<file path="config.mk">
export PLATFORM = sky130hd
export DESIGN_NAME = alu_op_issue
export DESIGN_NICKNAME = d
export VERILOG_FILES = /design/src/rtl/alu_op_issue.sv
export SDC_FILE = /design/constraint.sdc
export NUM_CORES = 1
export LEC_CHECK = 0
export ABC_CLOCK_PERIOD_IN_PS = 1800
export CELL_PAD_IN_SITES_DETAIL_PLACEMENT = 1
export CELL_PAD_IN_SITES_GLOBAL_PLACEMENT = 1
export CORE_MARGIN = 2
export CORE_UTILIZATION = 25
export CTS_BUF_LIST = sky130_fd_sc_hd__clkbuf_4
export CTS_CLUSTER_DIAMETER = 100
export CTS_CLUSTER_SIZE = 28
export DETAILED_ROUTE_END_ITERATION = 8
export GPL_TIMING_DRIVEN = 0
export PLACE_DENSITY_LB_ADDON = 0.1
export SYNTH_ARGS = -nofsm -noshare
export SYNTH_HDL_FRONTEND = slang
export SYNTH_SLANG_ARGS = --single-unit
</file>
<file path="constraint.sdc">
create_clock -name clk -period 1.8 [get_ports clk]
set_input_delay 0.27 -clock clk [delete_from_list [all_inputs] [get_ports clk]]
set_output_delay 0.27 -clock clk [all_outputs]
set_load 0.05 [all_outputs]
</file>
<file path="src/rtl/alu_op_issue.sv">
// ID-stage ALU-control decoder registered as the ALU slice of ID/EX.
// Stall holds the slice, flush inserts a bubble, and illegal encodings are counted.
module alu_op_issue #(
  parameter int INST_W        = 32,
  parameter int OPCODE_LENGTH = 4,
  parameter int CNT_W         = 8
) (
  input  logic                     clk,
  input  logic                     reset,
  input  logic                     in_valid,
  input  logic [INST_W-1:0]        instr,
  input  logic                     stall,
  input  logic                     flush,
  output logic                     out_valid,
  output logic [OPCODE_LENGTH-1:0] Operation,
  output logic                     alu_src_imm,
  output logic                     is_branch,
  output logic                     illegal,
  output logic [CNT_W-1:0]         illegal_cnt
);

  localparam logic [6:0] OPC_R  = 7'b0110011;
  localparam logic [6:0] OPC_I  = 7'b0010011;
  localparam logic [6:0] OPC_LD = 7'b0000011;
  localparam logic [6:0] OPC_ST = 7'b0100011;
  localparam logic [6:0] OPC_BR = 7'b1100011;

  localparam logic [OPCODE_LENGTH-1:0] OP_AND = OPCODE_LENGTH'(4'b0000);
  localparam logic [OPCODE_LENGTH-1:0] OP_OR  = OPCODE_LENGTH'(4'b0001);
  localparam logic [OPCODE_LENGTH-1:0] OP_ADD = OPCODE_LENGTH'(4'b0010);
  localparam logic [OPCODE_LENGTH-1:0] OP_SUB = OPCODE_LENGTH'(4'b0011);
  localparam logic [OPCODE_LENGTH-1:0] OP_XOR = OPCODE_LENGTH'(4'b0100);
  localparam logic [OPCODE_LENGTH-1:0] OP_SLL = OPCODE_LENGTH'(4'b0101);
  localparam logic [OPCODE_LENGTH-1:0] OP_SRL = OPCODE_LENGTH'(4'b0110);
  localparam logic [OPCODE_LENGTH-1:0] OP_SLT = OPCODE_LENGTH'(4'b0111);
  localparam logic [OPCODE_LENGTH-1:0] OP_BEQ = OPCODE_LENGTH'(4'b1000);
  localparam logic [OPCODE_LENGTH-1:0] OP_SRA = OPCODE_LENGTH'(4'b1001);
  localparam logic [OPCODE_LENGTH-1:0] OP_BNE = OPCODE_LENGTH'(4'b1010);
  localparam logic [OPCODE_LENGTH-1:0] OP_BLT = OPCODE_LENGTH'(4'b1011);
  localparam logic [OPCODE_LENGTH-1:0] OP_BGE = OPCODE_LENGTH'(4'b1100);

  typedef struct packed {
    logic [OPCODE_LENGTH-1:0] op;
    logic                     imm;
    logic                     br;
    logic                     ill;
  } ctl_t;

  logic [6:0] w_opc, w_f7;
  logic [2:0] w_f3;
  logic       w_f7z, w_f7a, w_ok;
  logic       w_unused;
  ctl_t       w_raw, w_dec;
  ctl_t       r_ctl;
  logic       r_vld;
  logic [CNT_W-1:0] r_cnt;

  assign w_opc    = instr[6:0];
  assign w_f3     = instr[14:12];
  assign w_f7     = instr[31:25];
  assign w_f7z    = (w_f7 == 7'b0000000);
  assign w_f7a    = (w_f7 == 7'b0100000);
  // Register/immediate fields are not needed here; fold them away.
  assign w_unused = ^instr;

  always_comb begin
    w_raw = '0;
    w_ok  = 1'b0;
    unique case (w_opc)
      OPC_R: begin
        unique case (w_f3)
          3'b000:  begin w_ok = w_f7z | w_f7a; w_raw.op = w_f7a ? OP_SUB : OP_ADD; end
          3'b111:  begin w_ok = w_f7z; w_raw.op = OP_AND; end
          3'b110:  begin w_ok = w_f7z; w_raw.op = OP_OR;  end
          3'b100:  begin w_ok = w_f7z; w_raw.op = OP_XOR; end
          3'b010:  begin w_ok = w_f7z; w_raw.op = OP_SLT; end
          3'b001:  begin w_ok = w_f7z; w_raw.op = OP_SLL; end
          3'b101:  begin w_ok = w_f7z | w_f7a; w_raw.op = w_f7a ? OP_SRA : OP_SRL; end
          default: w_ok = 1'b0;
        endcase
      end
      OPC_I: begin
        w_raw.imm = 1'b1;
        unique case (w_f3)
          3'b000:  begin w_ok = 1'b1; w_raw.op = OP_ADD; end
          3'b111:  begin w_ok = 1'b1; w_raw.op = OP_AND; end
          3'b110:  begin w_ok = 1'b1; w_raw.op = OP_OR;  end
          3'b100:  begin w_ok = 1'b1; w_raw.op = OP_XOR; end
          3'b010:  begin w_ok = 1'b1; w_raw.op = OP_SLT; end
          3'b001:  begin w_ok = w_f7z; w_raw.op = OP_SLL; end
          3'b101:  begin w_ok = w_f7z | w_f7a; w_raw.op = w_f7a ? OP_SRA : OP_SRL; end
          default: w_ok = 1'b0;
        endcase
      end
      OPC_LD: begin
        w_raw.imm = 1'b1;
        w_raw.op  = OP_ADD;
        w_ok      = (w_f3 inside {3'b000, 3'b001, 3'b010, 3'b100, 3'b101});
      end
      OPC_ST: begin
        w_raw.imm = 1'b1;
        w_raw.op  = OP_ADD;
        w_ok      = (w_f3 inside {3'b000, 3'b001, 3'b010});
      end
      OPC_BR: begin
        w_raw.br = 1'b1;
        unique case (w_f3)
          3'b000:  begin w_ok = 1'b1; w_raw.op = OP_BEQ; end
          3'b001:  begin w_ok = 1'b1; w_raw.op = OP_BNE; end
          3'b100:  begin w_ok = 1'b1; w_raw.op = OP_BLT; end
          3'b101:  begin w_ok = 1'b1; w_raw.op = OP_BGE; end
          default: w_ok = 1'b0;
        endcase
      end
      default: w_ok = 1'b0;
    endcase
  end

  // Illegal decodes collapse to a clean all-zero control with only the flag set.
  always_comb begin
    w_dec = w_raw;
    if (!w_ok) begin
      w_dec     = '0;
      w_dec.ill = 1'b1;
    end
  end

  always_ff @(posedge clk or posedge reset) begin
    if (reset) begin
      r_vld <= 1'b0;
      r_ctl <= '0;
      r_cnt <= '0;
    end else if (flush) begin
      r_vld <= 1'b0;
      r_ctl <= '0;
    end else if (!stall) begin
      r_vld <= in_valid;
      r_ctl <= in_valid ? w_dec : '0;
      if (in_valid && w_dec.ill && (r_cnt != {CNT_W{1'b1}}))
        r_cnt <= r_cnt + 1'b1;
    end
  end

  assign out_valid   = r_vld;
  assign Operation   = r_ctl.op;
  assign alu_src_imm = r_ctl.imm;
  assign is_branch   = r_ctl.br;
  assign illegal     = r_ctl.ill;
  assign illegal_cnt = r_cnt;

endmodule

</file>
==> impl.org <==
** Floorplanning
- Area enclosed by the die boundary :: approximately 4700 µm²
- Core Footprint :: 4000 µm²
- Once the floorplan was initialized, standard cells occupied 25.8% of the core.
- Die height :: 68.3 µm
- In this run the count of I/O pins placed on the die edge is 53.
- Number of rows in the core area :: 23
- Measured along the x axis, the die boundary spans 68.3 µm.

** Clocking
- Clock network latency to the later pin of the worst-skew pair :: 290 ps
- CTS Buffer Depth :: 2
- H-tree depth reported by CTS :: 1
- Clock-pin slew was measured on the worst setup and hold paths at 100 ps.
- Buffer type at the clock tree root :: sky130_fd_sc_hd__clkbuf_4
- Clk sink count :: 16
- Clock tree from TritonCTS :: done
- Hold-fix buffers at CTS :: 0
- TritonCTS Buffers :: 3

** Detailed routing
- Detailed routing inserted a total of 1047 vias.
- DRT Wirelength :: 3040 µm
- The detailed router finished its first iteration with 17 violations.
- Dividing the detail-routed via count by the number of cells gives slightly below 5.
- First-pass detailed-route iteration total :: 3
- DRC Markers :: 0
- Final antenna-violating net count :: 0
- Dividing the detail-routed wire length by the instance count gives 14.2 µm.

** Global route
- The first global-routing pass estimated 5030 µm of wire.
- Number of antenna violations at the first check in global routing :: 0
- Via count of the first global-routing pass :: 1062
- Global routing used between 10% and 20% of the available tracks.
- Largest net degree at the start of global routing :: 17
- Summed over all layers, the global routing overflow is 0.

** Hold path
- Worst hold path class :: in -> reg

** Setup path
- Data on the critical path is required at its endpoint by a little under 2000 ps.
- STA classifies the critical path startpoint as a primary input.
- The cell family contributing the most delay on the critical path is adder cells.
- Cell-by-cell trace of the critical path :: buf_12, inv_6, fa_1, o32ai_2, a22o_1, o2111ai_2, nand2_4, nor2_4, mux2_4
- The worst setup path is captured at a register.
- Along the worst path, the maximum fanout reaches 8.
- The critical path is of the in -> reg type.
- Data on the critical path arrives at its endpoint at ~2000 ps.
- Worst-path cell with the longest stage delay :: sky130_fd_sc_hd__fa_1
- CP peak stage delay :: about 570 ps
- Buf+Inv Stages, Crit Path :: 2

** Synthesis
- Share of synthesized area occupied by flip-flops and latches :: 38.8%
- Synth Flop Type :: sky130_fd_sc_hd__dfrtp_1
- Register bit count reported by yosys :: 16
- Synthesis instantiated between 40 and 50 different standard cells from the library.
- The share of synthesized area in the top cell type comes to 38.8%.
- Counting flops with an async set or reset pin after synthesis yields a share of between 90% and 100%.
- Synthesized area divided by synthesized cell count :: slightly below 9 µm²
- The cell count after synthesis came out at 117.
- The number of nets in the synthesized netlist is 156.
- Ranking of synthesized cells by area :: sky130_fd_sc_hd__dfrtp_1 (39%), sky130_fd_sc_hd__xor2_1 (6.8%), sky130_fd_sc_hd__nand2_1 (5.5%), sky130_fd_sc_hd__nand3_1 (3.9%), sky130_fd_sc_hd__nor3_1 (3.4%)
- Number of synthesized flops with an enable pin :: 0
- Top cell type by total area after synthesis :: sky130_fd_sc_hd__dfrtp_1
- For this run, the number of Yosys warnings is 0.
- Mapped cell area :: 1030 µm²

** STA
- Total count of max-transition violations in the final report :: 0
- Max-slew headroom :: 58.3%
- Setup repair after global routing missed its margin :: yes
- Derived from the worst setup path, the maximum achievable clock frequency is 547 MHz.
- The number of hold-slack violations in the final timing report is 0.
- Clock skew on the completed layout was measured at 0.275 ps.
- For the pin with the worst max-slew slack, the measured transition is 624 ps.
- For the finished layout, the period the worst path requires is roughly 1800 ps.
- Setup violations remaining at the end of the flow were counted as 1.
- Period utilisation layout :: 102%
- Setup slack on the critical path of the routed design comes to -27.1 ps.

** Placement
- During placement, the flow inserted port buffers numbering 34.
- Routability-driven placement finished with a final weighted congestion of 0.753.
- Worst slack at placement :: -949 ps
- Detailed placer's ending HPWL :: 2290 µm

** Power
- The analysis attributes to cell leakage a power of 0.725 nW.
- VDD IR max :: approximately 0.54 mV
- Total power draw :: 1.21 mW
- Ratio of total power to cell area :: 727 nW/µm²

** Cells and area
- Area delta synth->final :: 61.3%
- The layout has 461 filler cells.
- Leaving out fill and tap cells, the most frequent cell in the layout is sky130_fd_sc_hd__clkdlybuf4s50_1.
- Diode insertion count for antenna repair :: 0
- Share of post-route cells with drive strength above 1 :: about a fifth
- At the end of the flow, the number of nets in the layout was 204.
- Measured on the finished design, the core utilization comes to 41.6%.
- The top cell types in the final layout, fill and taps aside, are sky130_fd_sc_hd__clkdlybuf4s50_1 (25), sky130_fd_sc_hd__dfrtp_1 (16), sky130_fd_sc_hd__nand2_1 (14), sky130_fd_sc_hd__buf_4 (9).

** Run
- The tool flagged a number of max-cap violations equal to 0.

** Status
- Violated checks :: setup timing
- The run finished, with violations left.
## worst register-to-register path: cells and delay by family (launching register included)
family             cells  cell delay, ps
DFF                    1             460
muxes                  1             300
AOI/OAI and AO/OA      1             380
and+or+nand+nor        3             470
## report_power, final
group          internal, mW  total, mW  switching, mW  leakage (nW)
clock                0.0805      0.195          0.115        0.0154
combinational         0.191      0.529          0.338         0.495
sequential            0.411      0.487         0.0754         0.215
## metrics by stage
step                hold WS (ps)  instances  TNS, ps  cell area, µm²
finish                       199        214    -27.1            1670
CTS                          205        215     -109            1660
detailed placement           457        201   -11200            1500
floorplan                    184        117     -973            1100
global route                 189        214     -724            1670
global placement             451        201   -11010            1500
## cell type report
cell class              count  area (µm²)  area share, %
repair buffers             44         422           25.3
well taps                  50        62.6           3.76
clock buffers               3        22.5           1.35
plain buffers               3        45.0           2.70
multi-input cells          91         674           40.5
clock inverters             1        3.75          0.225
inverters                   6        35.0           2.10
flip-flops and latches     16         400           24.0
## per-layer routing
metal | GRT usage, % | routed length (µm) | vias up
met5 | 0 | 0 | -
met1 | 19.4 | 1430 | 499
li1 | - | - | 514
met2 | 22.5 | 1430 | 30
met3 | 2.63 | 134 | 4
met4 | 4.00 | 44 | 0
## cells in the mapped netlist (all sizes together), types with 2 or more instances
cell,number
nor4,3
nor3,7
xor2,8
a21oi,3
inv,6
nand2,16
nor2,7
a211oi,2
nand3,8
nand2b,2
nor2b,3
dfrtp,16
buf,4
o21ai,8
## cell families after synthesis
| kind of cell | Yosys count | synth area share, % |
|---|---|---|
| compound gates | 25 | 17.1 |
| fa+ha+maj | 2 | 3.15 |
| buf+inv | 10 | 5.21 |
| simple gates | 54 | 27.0 |
| flops | 16 | 38.8 |
| xor+xnor | 9 | 7.64 |
| mux | 1 | 1.09 |
## registers in the layout, indices dropped and copies added, names as in the netlist
register,count
is_branch,1
illegal_cnt,8
alu_src_imm,1
Operation,4
illegal,1
out_valid,1
## worst paths after layout
check	startpoint	to	slack (ps)	depth (start not counted)
setup / recovery	instr[14]	illegal_cnt[1]$_DFFE_PP0P_	-30	9
min in group asynchronous	reset	illegal_cnt[6]$_DFFE_PP0P_	350	2
hold reg to reg	Operation[2]$_DFFE_PP0P_	Operation[2]$_DFFE_PP0P_	470	2
setup reg to reg	illegal_cnt[2]$_DFFE_PP0P_	illegal_cnt[1]$_DFFE_PP0P_	80	5
hold / removal	instr[13]	Operation[3]$_DFFE_PP0P_	200	2
max in group asynchronous	reset	is_branch$_DFFE_PP0P_	1040	2
## timing repair
item,in CTS,in global routing
resized for setup,27,6
buffers inserted,10,0
endpoints found under the hold margin,0,0
endpoints found under the setup margin,20,16
pin swaps,8,8
Note: power is estimated with default switching activity, not from simulation.
